## config.mk

```make
export PLATFORM = sky130hd
export DESIGN_NAME = sram_arbiter_flat
export DESIGN_NICKNAME = d
export VERILOG_FILES = /design/src/rtl/sram_arbiter_if.sv /design/src/rtl/sram_arbiter.sv /design/src/flat_wrapper.sv
export SDC_FILE = /design/constraint.sdc
export NUM_CORES = 1
export LEC_CHECK = 0
export CORE_AREA = 2 2 162 164
export CTS_CLUSTER_SIZE = 14
export DETAILED_ROUTE_END_ITERATION = 16
export DIE_AREA = 0 0 164 166
export DONT_BUFFER_PORTS = 1
export HOLD_SLACK_MARGIN = 0.1
export SYNTH_ARGS = -nofsm -noshare
export SYNTH_HDL_FRONTEND = slang
export SYNTH_SLANG_ARGS = --single-unit
```

## constraint.sdc

```tcl
create_clock -name clk -period 3.26 [get_ports clk]
set_clock_uncertainty 0.05 [all_clocks]
set_input_delay 0.326 -clock clk [delete_from_list [all_inputs] [get_ports clk]]
set_output_delay 0.326 -clock clk [all_outputs]
set_load 0.01 [all_outputs]
```

## src/rtl/sram_arbiter_if.sv

```systemverilog
// Requester-side bundle for sram_arbiter: two request channels plus their
// read-response channels. The arbiter connects via the slave modport, and the
// memory clients connect via the master modport.
interface sram_arbiter_if #(
  parameter int DATA_W = 64,
  parameter int ADDR_W = 6
);
  logic              req0_valid;
  logic              req0_we;
  logic [ADDR_W-1:0] req0_addr;
  logic [DATA_W-1:0] req0_wdata;
  logic              req0_ready;
  logic              rsp0_valid;
  logic [DATA_W-1:0] rsp0_rdata;

  logic              req1_valid;
  logic              req1_we;
  logic [ADDR_W-1:0] req1_addr;
  logic [DATA_W-1:0] req1_wdata;
  logic              req1_ready;
  logic              rsp1_valid;
  logic [DATA_W-1:0] rsp1_rdata;

  modport master (
    output req0_valid, req0_we, req0_addr, req0_wdata,
    input  req0_ready, rsp0_valid, rsp0_rdata,
    output req1_valid, req1_we, req1_addr, req1_wdata,
    input  req1_ready, rsp1_valid, rsp1_rdata
  );

  modport slave (
    input  req0_valid, req0_we, req0_addr, req0_wdata,
    output req0_ready, rsp0_valid, rsp0_rdata,
    input  req1_valid, req1_we, req1_addr, req1_wdata,
    output req1_ready, rsp1_valid, rsp1_rdata
  );
endinterface

```

## src/rtl/sram_arbiter.sv

```systemverilog
// Two-requester round-robin arbiter in front of a single-port SRAM
// (synchronous write, asynchronous read). After reset or a clear request it
// writes zero to every word, then serves one access per cycle. Read data is
// captured at the transfer edge and returned one cycle later.
module sram_arbiter #(
  parameter int DATA_W = 64,
  parameter int ADDR_W = 6,
  parameter int DEPTH  = 64
) (
  input  logic              clk,
  input  logic              rst_n,
  input  logic              clr_req,
  output logic              clear_busy,
  sram_arbiter_if.slave     bus,
  output logic              mem_we,
  output logic [ADDR_W-1:0] mem_addr,
  output logic [DATA_W-1:0] mem_d,
  input  logic [DATA_W-1:0] mem_q
);

  typedef enum logic {
    ST_CLEAR = 1'b0,
    ST_RUN   = 1'b1
  } state_t;

  localparam logic [ADDR_W-1:0] LAST_ADDR = ADDR_W'(DEPTH - 1);

  state_t            state_reg;
  logic [ADDR_W-1:0] clr_cnt_reg;
  logic              rr_last_reg;
  logic              rsp0_valid_reg;
  logic              rsp1_valid_reg;
  logic [DATA_W-1:0] rsp0_rdata_reg;
  logic [DATA_W-1:0] rsp1_rdata_reg;

  logic              grant_any;
  logic              grant_idx;
  logic              sel_we;
  logic [ADDR_W-1:0] sel_addr;
  logic [DATA_W-1:0] sel_wdata;

  // Pick a requester this cycle; on contention favour the one not served last.
  always_comb begin
    grant_any = 1'b0;
    grant_idx = 1'b0;
    if (state_reg == ST_RUN) begin
      if (bus.req0_valid && bus.req1_valid) begin
        grant_any = 1'b1;
        grant_idx = ~rr_last_reg;
      end else if (bus.req0_valid) begin
        grant_any = 1'b1;
        grant_idx = 1'b0;
      end else if (bus.req1_valid) begin
        grant_any = 1'b1;
        grant_idx = 1'b1;
      end
    end
  end

  assign sel_we    = grant_idx ? bus.req1_we    : bus.req0_we;
  assign sel_addr  = grant_idx ? bus.req1_addr  : bus.req0_addr;
  assign sel_wdata = grant_idx ? bus.req1_wdata : bus.req0_wdata;

  assign bus.req0_ready = grant_any & ~grant_idx;
  assign bus.req1_ready = grant_any &  grant_idx;

  assign clear_busy     = (state_reg == ST_CLEAR);
  assign bus.rsp0_valid = rsp0_valid_reg;
  assign bus.rsp1_valid = rsp1_valid_reg;
  assign bus.rsp0_rdata = rsp0_rdata_reg;
  assign bus.rsp1_rdata = rsp1_rdata_reg;

  // SRAM port mux: clear walk writes zeros, otherwise the granted request
  // drives the port directly; idle cycles park the bus at zero.
  always_comb begin
    mem_we   = 1'b0;
    mem_addr = '0;
    mem_d    = '0;
    if (state_reg == ST_CLEAR) begin
      mem_we   = 1'b1;
      mem_addr = clr_cnt_reg;
    end else if (grant_any) begin
      mem_we   = sel_we;
      mem_addr = sel_addr;
      mem_d    = sel_wdata;
    end
  end

  // Controller state, clear walk counter, round-robin pointer and read responses.
  always_ff @(posedge clk or negedge rst_n) begin
    if (!rst_n) begin
      state_reg      <= ST_CLEAR;
      clr_cnt_reg    <= '0;
      rr_last_reg    <= 1'b1;
      rsp0_valid_reg <= 1'b0;
      rsp1_valid_reg <= 1'b0;
      rsp0_rdata_reg <= '0;
      rsp1_rdata_reg <= '0;
    end else begin
      // Response pulses last exactly one cycle.
      rsp0_valid_reg <= 1'b0;
      rsp1_valid_reg <= 1'b0;
      case (state_reg)
        ST_CLEAR: begin
          if (clr_cnt_reg == LAST_ADDR) begin
            state_reg   <= ST_RUN;
            clr_cnt_reg <= '0;
          end else begin
            clr_cnt_reg <= clr_cnt_reg + 1'b1;
          end
        end
        ST_RUN: begin
          if (grant_any) begin
            rr_last_reg <= grant_idx;
            if (!sel_we) begin
              if (grant_idx) begin
                rsp1_valid_reg <= 1'b1;
                rsp1_rdata_reg <= mem_q;
              end else begin
                rsp0_valid_reg <= 1'b1;
                rsp0_rdata_reg <= mem_q;
              end
            end
          end
          // A transfer in the same cycle still completes; the walk starts next.
          if (clr_req) begin
            state_reg   <= ST_CLEAR;
            clr_cnt_reg <= '0;
          end
        end
        default: begin
          state_reg   <= ST_CLEAR;
          clr_cnt_reg <= '0;
        end
      endcase
    end
  end

endmodule

```

## src/flat_wrapper.sv

```systemverilog
// flat-port wrapper written by rule: the top's interface ports become plain ports
module sram_arbiter_flat 
#(
  parameter int DATA_W = 64,
  parameter int ADDR_W = 6,
  parameter int DEPTH  = 64
)
  (clk, rst_n, clr_req, clear_busy, mem_we, mem_addr, mem_d, mem_q, bus_req0_valid, bus_req0_we, bus_req0_addr, bus_req0_wdata, bus_req0_ready, bus_rsp0_valid, bus_rsp0_rdata, bus_req1_valid, bus_req1_we, bus_req1_addr, bus_req1_wdata, bus_req1_ready, bus_rsp1_valid, bus_rsp1_rdata);
  sram_arbiter_if #(.DATA_W(DATA_W), .ADDR_W(ADDR_W)) bus_i ();
  input  logic clk;
  input  logic rst_n;
  input  logic clr_req;
  output logic clear_busy;
  output logic mem_we;
  output logic [ADDR_W-1:0] mem_addr;
  output logic [DATA_W-1:0] mem_d;
  input  logic [DATA_W-1:0] mem_q;
  input wire logic [$bits(bus_i.req0_valid)-1:0] bus_req0_valid;
  input wire logic [$bits(bus_i.req0_we)-1:0] bus_req0_we;
  input wire logic [$bits(bus_i.req0_addr)-1:0] bus_req0_addr;
  input wire logic [$bits(bus_i.req0_wdata)-1:0] bus_req0_wdata;
  output wire logic [$bits(bus_i.req0_ready)-1:0] bus_req0_ready;
  output wire logic [$bits(bus_i.rsp0_valid)-1:0] bus_rsp0_valid;
  output wire logic [$bits(bus_i.rsp0_rdata)-1:0] bus_rsp0_rdata;
  input wire logic [$bits(bus_i.req1_valid)-1:0] bus_req1_valid;
  input wire logic [$bits(bus_i.req1_we)-1:0] bus_req1_we;
  input wire logic [$bits(bus_i.req1_addr)-1:0] bus_req1_addr;
  input wire logic [$bits(bus_i.req1_wdata)-1:0] bus_req1_wdata;
  output wire logic [$bits(bus_i.req1_ready)-1:0] bus_req1_ready;
  output wire logic [$bits(bus_i.rsp1_valid)-1:0] bus_rsp1_valid;
  output wire logic [$bits(bus_i.rsp1_rdata)-1:0] bus_rsp1_rdata;
  assign bus_i.req0_valid = bus_req0_valid;
  assign bus_i.req0_we = bus_req0_we;
  assign bus_i.req0_addr = bus_req0_addr;
  assign bus_i.req0_wdata = bus_req0_wdata;
  assign bus_req0_ready = bus_i.req0_ready;
  assign bus_rsp0_valid = bus_i.rsp0_valid;
  assign bus_rsp0_rdata = bus_i.rsp0_rdata;
  assign bus_i.req1_valid = bus_req1_valid;
  assign bus_i.req1_we = bus_req1_we;
  assign bus_i.req1_addr = bus_req1_addr;
  assign bus_i.req1_wdata = bus_req1_wdata;
  assign bus_req1_ready = bus_i.req1_ready;
  assign bus_rsp1_valid = bus_i.rsp1_valid;
  assign bus_rsp1_rdata = bus_i.rsp1_rdata;
  sram_arbiter #(.DATA_W(DATA_W), .ADDR_W(ADDR_W), .DEPTH(DEPTH)) u_core (.clk(clk), .rst_n(rst_n), .clr_req(clr_req), .clear_busy(clear_busy), .bus(bus_i), .mem_we(mem_we), .mem_addr(mem_addr), .mem_d(mem_d), .mem_q(mem_q));
endmodule
```

* After elaboration in Yosys (flattened, before gate mapping)
Index checks and enable logic that the tools add are counted.
Cells by class: equality and inequality tests 2, muxes and demuxes 30, bitwise gates (word level) 6, reductions and logical operators 4, add/subtract/negate cells 1
Operator list (number):
- $mux 64 | 3
- $mux 6 | 5
- $mux 1 | 20
- $pmux 6 s2 | 1
- $reduce_and 4->1 | 2
- $add 6x1->6 const B | 1
- $eq 6x6->1 const B | 1
- $not 1->1 | 4
- $and 1x1->1 | 2
- $ne 2x2->1 const B | 1
- $pmux 1 s2 | 1
- $reduce_and 2->1 | 1
- $logic_and 1x1->1 | 1
Storage, ports and cells: bits in registers 138, output and inout bits 204, word-level logic and storage cells 50, bits of input ports 211

* Logic depth before layout (Yosys ltp)
depth in word-level cells 8, gate-level depth with buffers 5, gate-level depth less buffers 4

* Worst setup path before layout
Ideal clock, no wire load.
path type register to output, start point reg u_core.rr_last_reg, end point out mem_d[44], data arrival time 1.366 ns, cell stages (with the launch flop) 6, setup slack 1.518 ns, path buffers 2, required time 2.884 ns, path through dfstp_2 nor2b_2 nor2_2 buf_2 buf_2 a22o_1
Between the ends: longest elaborated chain between the ends 6
RTL lines:
- from (decl) | line sram_arbiter.sv:30 | logic rr_last_reg;
- from (signal assigned) | line sram_arbiter.sv:114 | rr_last_reg <= grant_idx;
- $not 1->1 | line sram_arbiter.sv:49 | grant_idx = ~rr_last_reg;
- $mux 1 | line sram_arbiter.sv:47 | if (bus.req0_valid && bus.req1_valid) begin
- $mux 1 | line sram_arbiter.sv:46 | if (state_reg == ST_RUN) begin
- $mux 64 | line sram_arbiter.sv:62 | assign sel_wdata = grant_idx ? bus.req1_wdata : bus.req0_wdata;
- $mux 64 | line sram_arbiter.sv:82 | end else if (grant_any) begin
- $mux 64 | line sram_arbiter.sv:79 | if (state_reg == ST_CLEAR) begin
- to (decl) | line flat_wrapper.sv:16 | output logic [DATA_W-1:0] mem_d;
Every way passes these cells.

* Worst setup path after layout
start point reg u_core.state_reg, end point out mem_d[10]
Between the ends: longest elaborated chain between the ends 4
RTL lines:
- from (decl) | line sram_arbiter.sv:28 | state_t state_reg;
- from (signal assigned) | line sram_arbiter.sv:92 | state_reg <= ST_CLEAR;
- from (signal assigned) | line sram_arbiter.sv:106 | state_reg <= ST_RUN;
- from (signal assigned) | line sram_arbiter.sv:127 | state_reg <= ST_CLEAR;
- $mux 1 | line sram_arbiter.sv:46
- $mux 64 | line sram_arbiter.sv:62
- $mux 64 | line sram_arbiter.sv:82
- $mux 64 * | line sram_arbiter.sv:79
Mark *: on every way between the ends. The rest lies on a longest branch, timed or not.

==> out/metrics.csv <==
metric,value,unit
FMAX,0.347,GHz
total number of vias,4174,
critical path's slowest cell,dfrtp_1,
register area share after synthesis,53.0,%
DR WL/cell,26.4,um
total wire length,22100,um
first-pass GRT wire length,31400,um
post-synthesis cell type count,41,
Synth Flop Type,dfrtp_1,
Power Dens Cells,837,mW/mm2
Setup CP Type,reg -> out,
DR top layer,met4,
# Post-CTS Setup Buffers,0,
# hold bufs at CTS,66,
metal1 wirelength,6760,um
initial antenna violation count,13,
port buffer count,0,
crit-path leading delay family,compound AO/OA/AOI/OAI gates,
Synth Cell Area,0.00652,mm2
Max Root-Sink Buffers,2,
clock sinks,138,
Post-layout nets,690,
Post-CTS Resized,0,
failing checks,negative hold slack,
largest net degree at the start of global routing,139,
Post-Syn Nets,630,
IO Pins,415,
Fin. Hold Viols,138,
crit-path max FO,45,
Via density,4.97,
RSZ-0062 raised after global routing,no,
Placer Congestion,0.984,
Hold Crit Class,in -> async,
Async SR Flop Fraction,100,%
WP buf/inv,1,
outcome,finished with violations,
total power,6.73,mW
Inserted Clock Buffers,17,
core area,0.0256,mm2
Tmin final,2.88,ns
Slew Limit Fails,0,
YS warnings,0,
cells after synthesis,418,
setup_tns,0,ns
CTS tree,yes,
slew margin rel.,57.1,%
routed wl met2,11200,um
Initial Util,25.5,%
Die Area,0.0272,mm2
# rows,59,
post-synthesis register bit count,138,
Worst EP arrival,2.50,ns
area growth from synthesis to layout,23.3,%
Post-synth EDFFs,0,
die height,166,um
DRT iter0 DRCs,275,
vias in the first global route,4448,
met3 WL post-DR,2420,um
post-detailed-placement half-perimeter wirelength,16900,um
Critical Path RT,2.88,ns
worst hold slack,-0.453,ns
CP peak stage delay,0.75,ns
layout cells sized above 1,35.2,%
total track usage,15.7,%
drt pass-1 iters,6,
DRC Markers,0,
clk root buf,clkbuf_16,
Final ANT Viol Nets,0,
CTS H-tree lvls,4,
Avg Inst Size Synth,15.6,um2
critical path cell sequence,"nand2_2, a21oi_4, buf_12, a22o_1",
"Clk Latency, worst-skew pair",0.42,ns
maximum vdd drop,0.334,mV
worst-margin pin slew,0.642,ns
Max Cap Viol,0,
clock-pin slew on the worst setup and hold paths,0.07,ns
setup violators final,0,
Worst setup EP type,output port,
final critical-path share of the clock period,88.3,%
gr ovfl total,0,
DIE WIDTH,164,um
CP startpoint kind,register,
leakage,3.55,nW
[synthesized netlist by cell type, types with 2 or more instances]
library cell | instances | area, um2
mux2_2 | 30 | 338
o22ai_1 | 2 | 12.5
mux2_4 | 98 | 1470
buf_12 | 11 | 220
o2bb2ai_1 | 2 | 17.5
nand2_1 | 10 | 37.5
buf_2 | 8 | 40.0
clkbuf_1 | 8 | 30.0
nand3_1 | 10 | 50.1
a22o_1 | 63 | 552
a221o_1 | 5 | 50.1
dfrtp_1 | 137 | 3430
nor2b_1 | 6 | 37.5
[logic make-up (layout without fill, tap and decap cells)]
group | Yosys count | in the layout | share of synthesized area [%]
flip-flops | 138 | 138 | 53.0
multiplexers | 129 | 129 | 27.9
AO/OA/AOI/OAI | 80 | 80 | 10.6
AND/OR/NAND/NOR | 36 | 36 | 3.17
buffers and inverters | 32 | 105 | 4.91
XOR/XNOR | 2 | 2 | 0.269
adder cells (fa/ha/maj) | 1 | 1 | 0.192
other | 0 | 13 | 0
[cell usage in the layout, fill, tap and decap left out, types with 5 or more instances in the layout]
master / n
mux2_4: 98
a221o_1: 5
diode_2: 13
nand2_1: 10
clkbuf_16: 17
nand3_1: 10
mux2_2: 30
nor2b_1: 6
dfrtp_1: 137
dlygate4sd3_1: 66
inv_8: 7
a22o_1: 63
[through the flow]
| step | utilization (%) | cell area [um2] | setup slack (ns) | std cells | hold slack [ns] |
|---|---|---|---|---|---|
| 2_1_floorplan | - | 6520 | 1.52 | 418 | -0.0196 |
| 6_report | 31.4 | 8040 | 0.382 | 839 | -0.453 |
| 5_1_grt | 31.4 | 8040 | 0.258 | 839 | -0.482 |
| 4_1_cts | 31.3 | 8010 | 0.395 | 826 | -0.481 |
| 3_5_place_dp | 26.2 | 6720 | 0.880 | 728 | -0.0167 |
| 3_3_place_gp | 26.2 | 6720 | 1.01 | 728 | -0.0168 |
[final cells by class]
cell class / instances / area [um2]
antenna: 13 / 32.5
clock buffer: 17 / 425
clock inverter: 15 / 199
fill: 2504 / 17600
inverter: 2 / 7.51
multi-input combinational: 248 / 2760
sequential: 138 / 3450
tap: 335 / 419
timing repair buffer: 71 / 736
[final timing paths]
path / startpoint / to / slack (ns) / cells past startpoint
max in group asynchronous: rst_n / u_core.bus.rsp1_rdata[21] / 3.41 / 0
hold / removal: rst_n / u_core.bus.rsp0_valid / -0.45 / 0
setup / recovery: u_core.state_reg / mem_d[10] / 0.38 / 4
setup reg to reg: u_core.state_reg / u_core.bus.rsp0_rdata[14] / 0.92 / 4
hold reg to reg: u_core.rr_last_reg / u_core.rr_last_reg / 0.50 / 2
min in group clk: bus_req0_valid / u_core.rr_last_reg / 0.16 / 3
[where the power goes]
part	switching [mW]	total, mW	internal, mW
logic	0.500	1.45	0.953
registers	0.868	3.24	2.38
clock network	0.853	2.03	1.18
total	2.22	6.73	4.51
[metal layers]
metal | global-route usage, % | vias up
li1 | - | 1702
met1 | 14.5 | 2126
met2 | 27.0 | 289
met3 | 6.87 | 57
met4 | 12.3 | 0
met5 | 0 | -
Note: power is estimated with default switching activity, not from simulation.
